--- src/rtl/axi4s_sync_fifo.sv ---
// Single-clock AXI4-Stream FIFO: a DEPTH-1 entry RAM feeding a first-word fall-through output register.
// Define AXI4S_FIFO_PACKET_MODE_EN for store-and-forward operation; cut-through otherwise.
module axi4s_sync_fifo #(
  parameter  int TDATA_WIDTH = 8,
  parameter  int TUSER_WIDTH = 1,
  parameter  int TDEST_WIDTH = 1,
  parameter  int TID_WIDTH   = 1,
  parameter  int DEPTH       = 16,
  localparam int TKEEP_WIDTH = TDATA_WIDTH / 8,
  localparam int CW          = $clog2(DEPTH + 1)
) (
  input  logic                   aclk,
  input  logic                   areset,
  input  logic                   s_axis_tvalid,
  output logic                   s_axis_tready,
  input  logic [TDATA_WIDTH-1:0] s_axis_tdata,
  input  logic [TKEEP_WIDTH-1:0] s_axis_tkeep,
  input  logic [TKEEP_WIDTH-1:0] s_axis_tstrb,
  input  logic [TUSER_WIDTH-1:0] s_axis_tuser,
  input  logic [TDEST_WIDTH-1:0] s_axis_tdest,
  input  logic [TID_WIDTH-1:0]   s_axis_tid,
  input  logic                   s_axis_tlast,
  output logic                   m_axis_tvalid,
  input  logic                   m_axis_tready,
  output logic [TDATA_WIDTH-1:0] m_axis_tdata,
  output logic [TKEEP_WIDTH-1:0] m_axis_tkeep,
  output logic [TKEEP_WIDTH-1:0] m_axis_tstrb,
  output logic [TUSER_WIDTH-1:0] m_axis_tuser,
  output logic [TDEST_WIDTH-1:0] m_axis_tdest,
  output logic [TID_WIDTH-1:0]   m_axis_tid,
  output logic                   m_axis_tlast,
  output logic [CW-1:0]          fill_count,
  output logic                   full,
  output logic                   empty
);

  localparam int RAM_DEPTH = DEPTH - 1;
  localparam int PW = (RAM_DEPTH > 1) ? $clog2(RAM_DEPTH) : 1;
  localparam int EW = TDATA_WIDTH + 2 * TKEEP_WIDTH + TUSER_WIDTH + TDEST_WIDTH + TID_WIDTH + 1;
  localparam logic [PW-1:0] PTR_LAST = PW'(RAM_DEPTH - 1);
  localparam logic [CW-1:0] FILL_MAX = CW'(DEPTH);

  logic [EW-1:0] mem_q [RAM_DEPTH];
  logic [EW-1:0] out_q, out_d;
  logic          out_full_q, out_full_d;
  logic [PW-1:0] wr_ptr_q, wr_ptr_d;
  logic [PW-1:0] rd_ptr_q, rd_ptr_d;
  logic [CW-1:0] ram_count_q, ram_count_d;
  logic [CW-1:0] fill_count_q, fill_count_d;
  logic          full_q, full_d;
  logic          empty_q, empty_d;
  logic          ready_q, ready_d;
  logic [EW-1:0] s_beat;
  logic          wr_en, rd_en, out_load, ram_pop, ram_push, m_valid;

  assign s_beat = {s_axis_tdata, s_axis_tkeep, s_axis_tstrb, s_axis_tuser,
                   s_axis_tdest, s_axis_tid, s_axis_tlast};
  assign {m_axis_tdata, m_axis_tkeep, m_axis_tstrb, m_axis_tuser,
          m_axis_tdest, m_axis_tid, m_axis_tlast} = out_q;

  assign s_axis_tready = ready_q && !areset;
  assign m_axis_tvalid = m_valid;
  assign fill_count    = fill_count_q;
  assign full          = full_q;
  assign empty         = empty_q;

  assign wr_en    = s_axis_tvalid && s_axis_tready;
  assign rd_en    = m_valid && m_axis_tready;
  assign out_load = !out_full_q || rd_en;
  assign ram_pop  = out_load && (ram_count_q != '0);
  // A write bypasses the RAM only when the output register is free and nothing older is queued.
  assign ram_push = wr_en && !(out_load && (ram_count_q == '0));

`ifdef AXI4S_FIFO_PACKET_MODE_EN
  logic [CW-1:0] pkt_count_q, pkt_count_d;

  always_comb begin
    pkt_count_d = pkt_count_q + CW'(wr_en && s_axis_tlast) - CW'(rd_en && m_axis_tlast);
  end

  always_ff @(posedge aclk) begin
    if (areset) pkt_count_q <= '0;
    else        pkt_count_q <= pkt_count_d;
  end

  // Releasing beats while full lets an oversize packet drain instead of deadlocking.
  assign m_valid = out_full_q && ((pkt_count_q != '0) || full_q);
`else
  assign m_valid = out_full_q;
`endif

  always_comb begin
    out_d      = out_q;
    out_full_d = out_full_q;
    if (ram_pop) begin
      out_d      = mem_q[rd_ptr_q];
      out_full_d = 1'b1;
    end else if (out_load) begin
      if (wr_en) begin
        out_d      = s_beat;
        out_full_d = 1'b1;
      end else begin
        out_full_d = 1'b0;
      end
    end

    wr_ptr_d = wr_ptr_q;
    if (ram_push) wr_ptr_d = (wr_ptr_q == PTR_LAST) ? '0 : wr_ptr_q + PW'(1);
    rd_ptr_d = rd_ptr_q;
    if (ram_pop) rd_ptr_d = (rd_ptr_q == PTR_LAST) ? '0 : rd_ptr_q + PW'(1);

    ram_count_d  = ram_count_q + CW'(ram_push) - CW'(ram_pop);
    fill_count_d = fill_count_q + CW'(wr_en) - CW'(rd_en);
    full_d       = (fill_count_d == FILL_MAX);
    empty_d      = (fill_count_d == '0);
    ready_d      = !full_d;
  end

  always_ff @(posedge aclk) begin
    if (areset) begin
      out_q        <= '0;
      out_full_q   <= 1'b0;
      wr_ptr_q     <= '0;
      rd_ptr_q     <= '0;
      ram_count_q  <= '0;
      fill_count_q <= '0;
      full_q       <= 1'b0;
      empty_q      <= 1'b1;
      ready_q      <= 1'b0;
    end else begin
      out_q        <= out_d;
      out_full_q   <= out_full_d;
      wr_ptr_q     <= wr_ptr_d;
      rd_ptr_q     <= rd_ptr_d;
      ram_count_q  <= ram_count_d;
      fill_count_q <= fill_count_d;
      full_q       <= full_d;
      empty_q      <= empty_d;
      ready_q      <= ready_d;
    end
  end

  // Storage array is deliberately left out of reset.
  always_ff @(posedge aclk) begin
    if (ram_push) mem_q[wr_ptr_q] <= s_beat;
  end

endmodule

--- config.mk ---
export PLATFORM = sky130hd
export DESIGN_NAME = axi4s_sync_fifo
export DESIGN_NICKNAME = d
export VERILOG_FILES = /design/src/rtl/axi4s_sync_fifo.sv
export SDC_FILE = /design/constraint.sdc
export NUM_CORES = 1
export LEC_CHECK = 0
export CAP_MARGIN = 20
export CORE_UTILIZATION = 35
export CTS_CLUSTER_DIAMETER = 40
export CTS_CLUSTER_SIZE = 10
export DETAILED_ROUTE_END_ITERATION = 8
export PLACE_DENSITY = 0.55
export SLEW_MARGIN = 20
export SYNTH_ARGS = -nofsm -noshare
export SYNTH_HDL_FRONTEND = slang
export SYNTH_SLANG_ARGS = --single-unit
export TNS_END_PERCENT = 100
--- constraint.sdc ---
create_clock -name aclk -period 4.5 [get_ports aclk]
set_clock_uncertainty 0.05 [all_clocks]
set_input_delay 1.125 -clock aclk [delete_from_list [all_inputs] [get_ports aclk]]
set_output_delay 1.125 -clock aclk [all_outputs]
set_load 0.02 [all_outputs]
==> metrics list <==
* Net count of the finished layout: 664
- The area growth from synthesis to layout is 21.1%.
* Antenna violations before repair: 0
* Part of the Yosys area used for sequential elements: 70.3%
* Leakage power: 4.00 nW
* Half-perimeter wire length after placement: 13,500 um
- Overall die height: 172 um
- The largest total area in the synthesized netlist belongs to sky130_fd_sc_hd__edfxtp_1.
* Max-Slew Margin vs Limit: 41.8%
- Critical R2R Launch: ram_count_q[3]
- The number of gates resized after CTS was 0.
* Number of global-route vias before repair: 5,528
- Global routing used 15.8% of the available tracks across all layers.
* Violation count after the first detailed-routing iteration: 530
- Number of cells traversed by the worst register-to-register path: 14
* Count leader, synth: sky130_fd_sc_hd__edfxtp_1
- Buffers placed on the I/O ports in this run total 40.
* Start point of the critical path: areset
- Synthesized Nets: 583
- Counting instances in the post-synthesis netlist gives the leading cell types as 210 x sky130_fd_sc_hd__edfxtp_1, 43 x sky130_fd_sc_hd__mux2i_1, 40 x sky130_fd_sc_hd__dfxtp_1.
- Kind of critical path: input pin to output pin
- Yosys printed 0 warnings.
- Pwr dens: 581 nW/um^2
* TritonCTS Sinks: 250
- Yosys mapped the design onto 58 distinct sky130hd cell types.
* Number of buffers added by the clock tree synthesis step: 38
- The post-route netlist has 24.2% of its cells at a drive strength greater than 1.
- Endpoint of the worst register-to-register path: ram_count_q[4]
* Arrival time of data at the critical path endpoint: 2.58 ns
* Pins over their slew limit: 0
- In the final routed layout, each cell accounts on average for 21.4 um.
* Detail Route Antenna Nets: 0
- Run status: finished, final reports clean
- The clock tree synthesis step divided the H-tree into 2 levels.
- Number of top-level pins: 41
- The total overflow left after global routing is 0.
* RD Place Congestion: 0.782
- VDD sags by at most 381 uV.
* Area share of the leading cell type in the synthesized netlist: 62.4%
- Via density per instance: 5.07
- RSZ-0062 raised after global routing: no
- Summing over every cut layer, the via total after detailed routing is 5,260.
- Count of flip-flops with a built-in enable after synthesis: 210
* Total of hold buffers inserted after clock tree synthesis: 0
* Die area: 29,600 sq um
* Number of standard cells after synthesis: 552
- Clock-pin slew was measured on the worst setup and hold paths at 0.05 ns.
- TritonCTS built the clock tree.
- DRC violation count after routing: 0
- Adding up every negative setup slack in the final design gives 0 ns.
* Ant. Diodes: 0
- Area inside the core boundary: 28,100 sq um
* Critical path destination: s_axis_tready
* Max-capacitance violation count: 0
- Initial cell density of the core: 36.0%
- Among all flip-flop cells after synthesis, the most frequent one is sky130_fd_sc_hd__edfxtp_1.
- Pin count of the biggest net entering global routing: 71
- Clock Root Buffer: sky130_fd_sc_hd__clkbuf_16
* Iteration count of the initial detailed-routing pass: 5
- After clock tree synthesis, the setup repair step added 0 buffers.
- The design draws 7.12 mW.
* Wire length reported by the detailed router: 22,300 um
- Ys async rst share: 0%
- The clock passes through at most 3 buffers.
- STA classifies the critical path startpoint as an input pin.
- Tightest Pin Transition: 0.866 ns
* Count of state elements after synthesis: 250
* Highest net fanout along the worst path: 25
* Final setup violation count: 0
* Worst endpoint required time: 3.32 ns
* Width of the die: 172 um
- Hold Vio Cnt, Final: 0
- Type of element capturing the critical path: output pin
* Classification of the worst-slack hold path: flop to flop
* Total standard cell area after synthesis: 10,100 sq um
- The worst path uses 83.5% of the clock period.
- Timing would allow up to 266 MHz.
* Clk Latency, worst-skew pair: 0.49 ns
- Reg2reg setup slack: 1.54 ns
- Final worst path period need: 3.76 ns
- First-pass GRT wire length: 33,800 um
- Main area contributors after synthesis: sky130_fd_sc_hd__edfxtp_1 62%, sky130_fd_sc_hd__dfxtp_1 7.9%, sky130_fd_sc_hd__mux4_2 7.3%
- Mean post-synth cell area: 18.3 sq um
- Placement row count: 61
[registers in the layout (all words and copies together) (netlist names), named ones only]
| signal | flops |
|---|---|
| empty | 1 |
| m_axis_tvalid | 1 |
| rd_ptr_q | 4 |
| full | 1 |
| fill_count | 5 |
| wr_ptr_q | 4 |
| ram_count_q | 5 |
| out_q | 14 |
| ready_q | 1 |
| mem_q | 210 |
[how the worst min path moves through the flow]
stage	start	end	slack, ns	cells past startpoint
2_1_floorplan	rd_ptr_q[0]	flop	0.46	2
3_3_place_gp	wr_ptr_q[3]	wr_ptr_q[3]	0.49	2
3_5_place_dp	rd_ptr_q[0]	flop	0.49	2
4_1_cts	ready_q	m_axis_tvalid	0.51	2
5_1_grt	ready_q	m_axis_tvalid	0.53	2
6_report	ready_q	m_axis_tvalid	0.51	2
[stage by stage]
step	setup WS, ns	std cells	hold WS, ns	instance area [sq um]	util (%)
finish	0.744	1038	0.507	12200	43.6
global route	0.674	1038	0.534	12200	43.6
detailed placement	0.599	970	0.494	11000	39.2
global placement	0.705	970	0.486	11000	39.2
floorplan	0.852	552	0.458	10100	-
CTS	0.715	1037	0.510	12200	43.5
[power breakdown]
group          internal (mW)  switching [mW]  total, mW  leakage, nW
logic                  0.738           0.751       1.49         1.19
registers               2.66           0.208       2.87         2.22
clock network           1.75            1.01       2.76        0.592
[layout by cell type (no fill, tap or decap), types with 8 or more instances in the layout]
master	count
sky130_fd_sc_hd__nor2_1	17
sky130_fd_sc_hd__inv_1	15
sky130_fd_sc_hd__o221ai_2	8
sky130_fd_sc_hd__dfxtp_1	38
sky130_fd_sc_hd__buf_4	28
sky130_fd_sc_hd__mux4_2	33
sky130_fd_sc_hd__a21oi_1	11
sky130_fd_sc_hd__ha_1	11
sky130_fd_sc_hd__clkbuf_1	8
sky130_fd_sc_hd__nand2_1	25
sky130_fd_sc_hd__clkdlybuf4s50_1	40
sky130_fd_sc_hd__mux2i_1	43
sky130_fd_sc_hd__clkbuf_16	41
sky130_fd_sc_hd__o21ai_0	18
sky130_fd_sc_hd__nor2b_1	8
sky130_fd_sc_hd__edfxtp_1	210
[metal layers]
metal,up-vias,GRT usage (%),wire length [um]
met2,164,25.8,10700
met1,2674,21.4,9700
met5,-,0,0
met3,48,3.00,1310
li1,2374,-,-
met4,0,5.04,529
[critical path, cell delays in order]
cell	delay (ns)
sky130_fd_sc_hd__clkdlybuf4s50_1	0.45
sky130_fd_sc_hd__buf_4	0.24
sky130_fd_sc_hd__nor2b_1	0.15
sky130_fd_sc_hd__clkdlybuf4s50_1	0.61
[area by class of cell]
class                   instances  area, sq um
clock buffers                  51         1080
clock inverters                16          130
fillers                      2485        15800
inverters                      17         63.8
multi-input cells             257         2750
flip-flops and latches        250         7110
well taps                     378          473
repair buffers                 69          638
[logic make-up (layout without fill, tap and decap cells)]
| logic type | Yosys count | after routing | synth area share, % |
|---|---|---|---|
| fa+ha+maj | 13 | 13 | 1.76 |
| compound gates | 70 | 70 | 5.83 |
| buf+inv | 45 | 153 | 2.82 |
| xor+xnor | 7 | 7 | 0.606 |
| flops | 250 | 250 | 70.3 |
| mux | 85 | 85 | 13.9 |
| simple gates | 82 | 82 | 4.82 |
Power figures use the tool's default switching activity.
